$ cat config.mk
export PLATFORM = sky130hd
export DESIGN_NAME = cga_attrib_pal_flat
export DESIGN_NICKNAME = d
export VERILOG_FILES = /design/src/rtl/cga_attrib_pal_if.sv /design/src/rtl/cga_attrib_pal.sv /design/src/flat_wrapper.sv
export SDC_FILE = /design/constraint.sdc
export NUM_CORES = 1
export LEC_CHECK = 0
export ABC_AREA = 1
export CAP_MARGIN = 5
export CORE_MARGIN = 3
export CORE_UTILIZATION = 47
export CTS_CLUSTER_SIZE = 28
export DETAILED_ROUTE_END_ITERATION = 6
export HOLD_SLACK_MARGIN = 0.03
export PLACE_DENSITY = 0.69
export SLEW_MARGIN = 15
export SYNTH_ARGS = -nofsm -noshare
export SYNTH_HDL_FRONTEND = slang
export SYNTH_SLANG_ARGS = --single-unit
$ cat constraint.sdc
create_clock -name clk -period 2.15 [get_ports clk]
set_input_delay 0.3225 -clock clk [delete_from_list [all_inputs] [get_ports clk]]
set_output_delay 0.3225 -clock clk [all_outputs]
set_load 0.05 [all_outputs]
$ cat src/rtl/cga_attrib_pal_if.sv
// Palette configuration bus for cga_attrib_pal: live lookup enable plus a
// single-cycle write strobe with index and data.
interface cga_attrib_pal_if #(
  parameter int PIX_W = 4
);
  logic             pal_en;
  logic             pal_wr;
  logic [3:0]       pal_addr;
  logic [PIX_W-1:0] pal_data;

  modport master (output pal_en, pal_wr, pal_addr, pal_data);
  modport slave  (input  pal_en, pal_wr, pal_addr, pal_data);
endinterface

$ cat src/rtl/cga_attrib_pal.sv
// CGA attribute/pixel resolver: stage 1 forms a 4-bit colour index and blank
// flag, stage 2 maps it through a writable palette; syncs delayed to match.
module cga_attrib_pal #(
  parameter int PIX_W          = 4,
  parameter int BLINK_DIV      = 2,
  parameter bit PAL_BYPASS_RST = 1'b1
) (
  input  logic             clk,
  input  logic             reset_n,
  input  logic [1:0]       mode,
  input  logic [7:0]       att_byte,
  input  logic [7:0]       cga_color_reg,
  input  logic             bw_mode,
  input  logic             blink_enabled,
  input  logic             display_enable,
  input  logic             cursor,
  input  logic             blink,
  input  logic             hsync,
  input  logic             vsync,
  input  logic             pix_in,
  input  logic             c0,
  input  logic             c1,
  input  logic             pix_640,
  input  logic [3:0]       pix_16,
  cga_attrib_pal_if.slave  pal_bus,
  output logic [PIX_W-1:0] pix_out,
  output logic             hsync_out,
  output logic             vsync_out,
  output logic             de_out
);

  typedef enum logic [1:0] {
    MODE_TEXT  = 2'b00,
    MODE_GFX4  = 2'b01,
    MODE_GFX2  = 2'b10,
    MODE_GFX16 = 2'b11
  } mode_e;

  // Blink divider: blink_sync[1:0] synchronise, blink_sync[2] holds the previous value.
  logic [2:0] blink_sync;
  logic [3:0] blink_cnt;
  logic       blinkdiv;
  logic       blink_rise;

  assign blink_rise = blink_sync[1] & ~blink_sync[2];

  // NOTE: state registers use non-blocking assignments so every flop samples pre-edge values.
  always_ff @(posedge clk or negedge reset_n) begin
    if (!reset_n) begin
      blink_sync <= '0;
      blink_cnt  <= '0;
      blinkdiv   <= 1'b0;
    end else begin
      blink_sync <= {blink_sync[1:0], blink};
      if (blink_rise) begin
        if (blink_cnt == 4'(BLINK_DIV - 1)) begin
          blink_cnt <= '0;
          blinkdiv  <= ~blinkdiv;
        end else begin
          blink_cnt <= blink_cnt + 4'd1;
        end
      end
    end
  end

  logic [3:0] gfx_idx;
  logic [3:0] idx_d;
  logic       blank_d;
  logic       alpha;

  assign gfx_idx = {cga_color_reg[4], c1, c0, bw_mode ? c0 : cga_color_reg[5]};
  assign blank_d = hsync | vsync | ((mode == MODE_GFX2) & ~(display_enable & pix_640));

  always_comb begin
    // NOTE: defaults first, so no branch leaves idx_d unassigned and infers a latch.
    idx_d = cga_color_reg[3:0];
    alpha = (pix_in & (~(blink_enabled & att_byte[7] & ~cursor) | ~blinkdiv)) | (cursor & blink);
    if (display_enable) begin
      unique case (mode_e'(mode))
        MODE_TEXT:  idx_d = alpha ? att_byte[3:0]
                                  : (blink_enabled ? {1'b0, att_byte[6:4]} : att_byte[7:4]);
        MODE_GFX4:  if (c0 | c1) idx_d = gfx_idx;
        MODE_GFX2:  idx_d = gfx_idx;
        MODE_GFX16: idx_d = pix_16;
      endcase
    end
  end

  logic [3:0] idx_s1;
  logic       blank_s1, hs_s1, vs_s1, de_s1;

  always_ff @(posedge clk or negedge reset_n) begin
    if (!reset_n) begin
      idx_s1   <= '0;
      blank_s1 <= 1'b1;
      hs_s1    <= 1'b0;
      vs_s1    <= 1'b0;
      de_s1    <= 1'b0;
    end else begin
      idx_s1   <= idx_d;
      blank_s1 <= blank_d;
      hs_s1    <= hsync;
      vs_s1    <= vsync;
      de_s1    <= display_enable;
    end
  end

  // Palette: identity after reset; the stage-2 read below sees the pre-write entry.
  logic [PIX_W-1:0] pal_mem [16];

  // NOTE: the palette has a defined reset image, so it is built from resettable flops, not RAM.
  always_ff @(posedge clk or negedge reset_n) begin
    if (!reset_n) begin
      for (int i = 0; i < 16; i++) pal_mem[i] <= PIX_W'(i);
    end else if (pal_bus.pal_wr) begin
      pal_mem[pal_bus.pal_addr] <= pal_bus.pal_data;
    end
  end

  // Stage 2 keeps the looked-up and raw values plus the enable sampled at this edge.
  logic [PIX_W-1:0] pal_rd;
  logic [3:0]       idx_s2;
  logic             blank_s2, pal_en_s2;

  always_ff @(posedge clk or negedge reset_n) begin
    if (!reset_n) begin
      pal_rd    <= '0;
      idx_s2    <= '0;
      blank_s2  <= 1'b1;
      pal_en_s2 <= ~PAL_BYPASS_RST;
      hsync_out <= 1'b0;
      vsync_out <= 1'b0;
      de_out    <= 1'b0;
    end else begin
      pal_rd    <= pal_mem[idx_s1];
      idx_s2    <= idx_s1;
      blank_s2  <= blank_s1;
      pal_en_s2 <= pal_bus.pal_en;
      hsync_out <= hs_s1;
      vsync_out <= vs_s1;
      de_out    <= de_s1;
    end
  end

  assign pix_out = blank_s2 ? '0 : (pal_en_s2 ? pal_rd : PIX_W'(idx_s2));

endmodule

$ cat src/flat_wrapper.sv
// flat-port wrapper written by rule: the top's interface ports become plain ports
module cga_attrib_pal_flat 
#(
  parameter int PIX_W          = 4,
  parameter int BLINK_DIV      = 2,
  parameter bit PAL_BYPASS_RST = 1'b1
)
  (clk, reset_n, mode, att_byte, cga_color_reg, bw_mode, blink_enabled, display_enable, cursor, blink, hsync, vsync, pix_in, c0, c1, pix_640, pix_16, pix_out, hsync_out, vsync_out, de_out, pal_bus_pal_en, pal_bus_pal_wr, pal_bus_pal_addr, pal_bus_pal_data);
  cga_attrib_pal_if #(.PIX_W(PIX_W)) pal_bus_i ();
  input  logic clk;
  input  logic reset_n;
  input  logic [1:0] mode;
  input  logic [7:0] att_byte;
  input  logic [7:0] cga_color_reg;
  input  logic bw_mode;
  input  logic blink_enabled;
  input  logic display_enable;
  input  logic cursor;
  input  logic blink;
  input  logic hsync;
  input  logic vsync;
  input  logic pix_in;
  input  logic c0;
  input  logic c1;
  input  logic pix_640;
  input  logic [3:0] pix_16;
  output logic [PIX_W-1:0] pix_out;
  output logic hsync_out;
  output logic vsync_out;
  output logic de_out;
  input wire logic [$bits(pal_bus_i.pal_en)-1:0] pal_bus_pal_en;
  input wire logic [$bits(pal_bus_i.pal_wr)-1:0] pal_bus_pal_wr;
  input wire logic [$bits(pal_bus_i.pal_addr)-1:0] pal_bus_pal_addr;
  input wire logic [$bits(pal_bus_i.pal_data)-1:0] pal_bus_pal_data;
  assign pal_bus_i.pal_en = pal_bus_pal_en;
  assign pal_bus_i.pal_wr = pal_bus_pal_wr;
  assign pal_bus_i.pal_addr = pal_bus_pal_addr;
  assign pal_bus_i.pal_data = pal_bus_pal_data;
  cga_attrib_pal #(.PIX_W(PIX_W), .BLINK_DIV(BLINK_DIV), .PAL_BYPASS_RST(PAL_BYPASS_RST)) u_core (.clk(clk), .reset_n(reset_n), .mode(mode), .att_byte(att_byte), .cga_color_reg(cga_color_reg), .bw_mode(bw_mode), .blink_enabled(blink_enabled), .display_enable(display_enable), .cursor(cursor), .blink(blink), .hsync(hsync), .vsync(vsync), .pix_in(pix_in), .c0(c0), .c1(c1), .pix_640(pix_640), .pix_16(pix_16), .pal_bus(pal_bus_i), .pix_out(pix_out), .hsync_out(hsync_out), .vsync_out(vsync_out), .de_out(de_out));
endmodule
# Yosys cells after proc, flatten, opt, wreduce, memory -nomap -nowiden
# Index checks and enable logic that the tools add are counted.
totals:
  inputBits: 45
  out_inout_bits: 7
  register_bits: 93
  word_cells: 76
classes:
  n_eq_ne: 4
  n_addsub: 1
  n_reduce_logical: 3
  magnitude_cmp: 3
  muxes: 15
  n_bitwise: 19
ops:
  columns: ["op", "count"]
  rows:
  - ["$bwmux 64", 1]
  - ["$mux 4", 10]
  - ["$bmux 4 s4", 1]
  - ["$demux 4 s4", 1]
  - ["$pmux 4 s4", 1]
  - ["$ge 5x5->1 const B", 2]
  - ["$not 4->5", 2]
  - ["$and 1x1->1", 7]
  - ["$lt 5x1->1 const B", 1]
  - ["$not 1->1", 5]
  - ["$or 1x1->1", 5]
  - ["$add 4x1->4 const B", 1]
  - ["$eq 2x2->1 const B", 2]
  - ["$eq 4x1->1 const B", 1]
  - ["$eq 2x1->1 const B", 1]
  - ["$logic_not 2->1", 1]
  - ["$reduce_and 2->1", 1]
  - ["$logic_and 1x1->1", 1]
  - ["$mux 1", 1]

# Longest topological paths before layout
depth:
  ltp_word: 9
  depth_mapped: 8

# Worst setup path before layout
# Ideal clock, no wire load.
synth_path:
  kind: "register to output"
  start: "register u_core.pal_en_s2"
  end: "output port pix_out[0]"
  path_slack_ps: 523
  path_buffers: 0
  required_ps: 1827
  path_stages_with_launch: 4
  arrival_time_ps: 1305
  cell_sequence: "dfrtp_1 > inv_1 > nand2_1 > a21oi_1"
synth_via:
  elab_chain_cells: 2
synth_lines:
  columns: ["item", "line", "rtl"]
  rows:
  - ["start, declared", "cga_attrib_pal.sv:123", "logic blank_s2, pal_en_s2;"]
  - ["start signal, assigned", "cga_attrib_pal.sv:130", "pal_en_s2 <= ~PAL_BYPASS_RST;"]
  - ["start signal, assigned", "cga_attrib_pal.sv:138", "pal_en_s2 <= pal_bus.pal_en;"]
  - ["$mux 4 (2 in series)", "cga_attrib_pal.sv:145", "assign pix_out = blank_s2 ? '0 : (pal_en_s2 ? pal_rd : PIX_W'(idx_s2));"]
  - ["end, declared", "flat_wrapper.sv:27", "output logic [PIX_W-1:0] pix_out;"]
# No other way between the ends.

# Worst setup path in the final report
layout_path:
  start: "register u_core.vsync_out"
  end: "output port vsync_out"
layout_lines:
  columns: ["item", "line", "rtl"]
  rows:
  - ["start, declared", "cga_attrib_pal.sv:28", "output logic vsync_out,"]
  - ["start signal, assigned", "cga_attrib_pal.sv:140", "vsync_out <= vs_s1;"]
  - ["end, declared", "flat_wrapper.sv:29", "output logic vsync_out;"]
# No word-level cell between the ends.

==> results.toml <==
[logic_synthesis]
synth_top_area_share_pct = 34.3
synth.avg_cell_area_um2 = 8.32
netlist_area_um2 = 4300
ys_ff_latch = 93
ys_top_cells_by_area = "dfrtp_1 (34%), dfstp_2 (21%), nand2_1 (12%)"
synth_cell_types = 24
syn_inst = 517
ys_seq_area_share_pct = 55.1
yosys.area.top_type = "dfrtp_1"
syn_nets = 562
yosys_warnings = 0

[setup_path]
regToRegStartpoint = "u_core.idx_s1[0]"
critical_path.top_delay_family = "buffers and inverters"
reg2reg_to = "u_core.pal_rd[2]"
cp_max_fo = 1
critical_path_depth = 1
slowest_delay_ps = 790
crit_path_end_kind = "output pin"
start_kind = "register"
crit_arrival_ps = 1490
path_cells = "clkdlybuf4s50_1"
cp_num_buf_inv = 1
rr_worst_depth = 7
crit_required_ps = 1830
reg2reg_slack_ps = 440
crit_start = "u_core.vsync_out"
endpoint = "vsync_out"
worst-setup-path-type = "register to output pin"
critPathSlowestCell = "clkdlybuf4s50_1"

[placed_design]
numPortBuffers = 49
place_congestion = 0.866
dpl.hpwl_mm = 7.19
dp_cells = 668

[power_and_ir_drop]
p_int_w = 0.00312
power.leakage_nw = 2.36
p_clk_share_pct = 28.4
p_seq_share_pct = 52.3
switching_power_w = 0.00129
power_density_nw_per_um2 = 857
vdd_drop_max_uv = 412
swShare_pct = 29.2
power_frac_comb_pct = 19.3

[die]
coreArea_um2 = 8810
die_w_um = 102
ios = 52
rows = 34
initial_core_util_pct = 48.8
die_area_um2 = 10300
die_h_um = 102

[detailed_routing]
drt_iter0_drc = 171
firstDrtPassIters = 5
wirelength_mm = 10.0
drcViolationCount = 0
post_drt_via_cell_ratio = 5.25
ant_nets = 0
wire_per_inst_um = 14.6
num_vias = 3594

[clock_tree]
cts_max_level = 3
cts_tree = "built"
worstSkewPairLatency_ps = 360
cts-buffers-inserted = 9
clockBufferDepth = 2
root_buffer = "clkbuf_8"
postCtsSetupRepairBufs = 0
clock_sinks = 93
path_clk_slew_ps = 90

[timing]
setup-violations-final = 0
hold_viol = 0
setup_tns_ps = 0
min_period_over_period_pct = 84.3
period_minus_slack_ps = 1810
maxSlewViolCount = 0
fmax_mhz = 552
worst_pin_slew_ps = 570
finalClockSkew_ps = 10.1
max_slew_margin_pct = 62.0
rsz0062_at_grt = "false"

[final_layout]
regArea_um2 = 2370
multiInputGateArea_um2 = 1630
syn_to_final_growth_pct = 19.9
drive_above_1_share_pct = 12.5
num-fill-cells = 808
nets = 617
n_antenna_cell = 0
instances_no_fill = 685

[global_routing]
grt_max_degree = 57
grt_pass1_wl_mm = 16.7
overflow = 0
grt_pass1_vias = 3388
antenna_found_initial = 0
globalRouteTotalUtil_pct = 20.9

[job]
drv_cap = 0

[run_status]
status = "completed"

[hold_path]
hold_path_class = "register to register"
[cells in the final DEF (no fill, tap or decap), drive strengths merged, types with 12 or more instances in the layout]
master         netlist  routed
a21oi               28      28
o21ai               74      74
nor2                37      37
nand2              135     135
o211ai              12      12
nand3               48      48
inv                 64      66
dfrtp               59      59
clkdlybuf4s50        0      44
dfstp               34      34
[per-layer routing]
layer  vias up  GRT usage (%)  wire (µm)
met5         -              0          0
met4         0           8.08        151
met3        10           3.24        540
met2       100           31.5       4610
met1      1701           30.4       4710
li1       1783              -          -
[cell families (layout without fill, tap and decap cells)]
group / after synthesis / in the layout / synth area share [%]
and+or+nand+nor: 230 / 230 / 23.2
DFF: 93 / 93 / 55.1
AOI/OAI and AO/OA: 115 / 115 / 14.1
xor gates and xnor gates: 3 / 3 / 0.611
buffers and inverters: 76 / 136 / 6.90
[sequential cells by signal, summed over array words and instances, names as in the netlist, 3 cells and up]
register and flops:
u_core.idx_s2 4, u_core.blink_cnt 4, u_core.pal_rd 4, u_core.idx_s1 4
u_core.pal_mem 64, u_core.blink_sync 3
[through the flow]
| stage | hold WS, ps | total power (W) | utilization [%] | setup WS (ps) | cell area (µm²) |
|---|---|---|---|---|---|
| final | 355 | 0.00442 | 58.5 | 337 | 5150 |
| after global routing | 367 | 0.00468 | 58.5 | 272 | 5150 |
| after CTS | 356 | 0.00444 | 58.5 | 320 | 5150 |
| after detailed placement | 224 | 0.00319 | 55.9 | 307 | 4930 |
| after global placement | 223 | 0.00316 | 55.9 | 376 | 4930 |
| after floorplan | 26.9 | 0.00285 | - | 523 | 4300 |
[power groups by stage]
stage | logic, W | registers [W] | clock network (W)
floorplan | 0.000552 | 0.00230 | 0
global placement | 0.000830 | 0.00233 | 0
detailed placement | 0.000855 | 0.00234 | 0
CTS | 0.000860 | 0.00231 | 0.00127
global route | 0.000984 | 0.00234 | 0.00136
finish | 0.000854 | 0.00231 | 0.00125
[repair_timing]
action,in CTS,in global routing
gates resized for setup,0,0
hold buffers,1,0
hold endpoints to repair,5,0
[how the worst min path moves through the flow]
stage                       startpoint  cells past startpoint  slack [ps]                   to
after floorplan                reset_n                      0          30  u_core.blink_cnt[0]
after global placement         reset_n                      1         220   u_core.pal_mem[13]
after detailed placement       reset_n                      1         220   u_core.pal_mem[13]
after CTS                 u_core.hs_s1                      0         360     u_core.hsync_out
after global routing      u_core.hs_s1                      0         370     u_core.hsync_out
final                     u_core.hs_s1                      0         360     u_core.hsync_out
[synth_stat cells (all sizes together)]
cell type and count:
nand2 135, o21ai 74, inv 64, dfrtp 59, nand3 48, nor2 37, dfstp 34, a21oi 28
o211ai 12, buf 7, clkbuf 5, nor3 4, nand3b 3, xor2 2, nand4 1, o21bai 1
or2 1, or3 1, xnor2 1
[worst reg2reg max path: cells and delay by family, from the launching register on]
family                 cells  cell delay [ps]
AND/OR/NAND/NOR            5              560
flip-flops                 1              410
buffers and inverters      2              650
[layout make-up]
cell class / instances / area share (%)
Clock buffer: 11 / 2.96
Clock inverter: 5 / 1.26
Inverter: 64 / 4.66
Multi-Input combinational cell: 348 / 31.7
Sequential cell: 93 / 46.0
Tap cell: 108 / 2.62
Timing Repair Buffer: 56 / 10.8
Note: power is estimated with default switching activity, not from simulation.
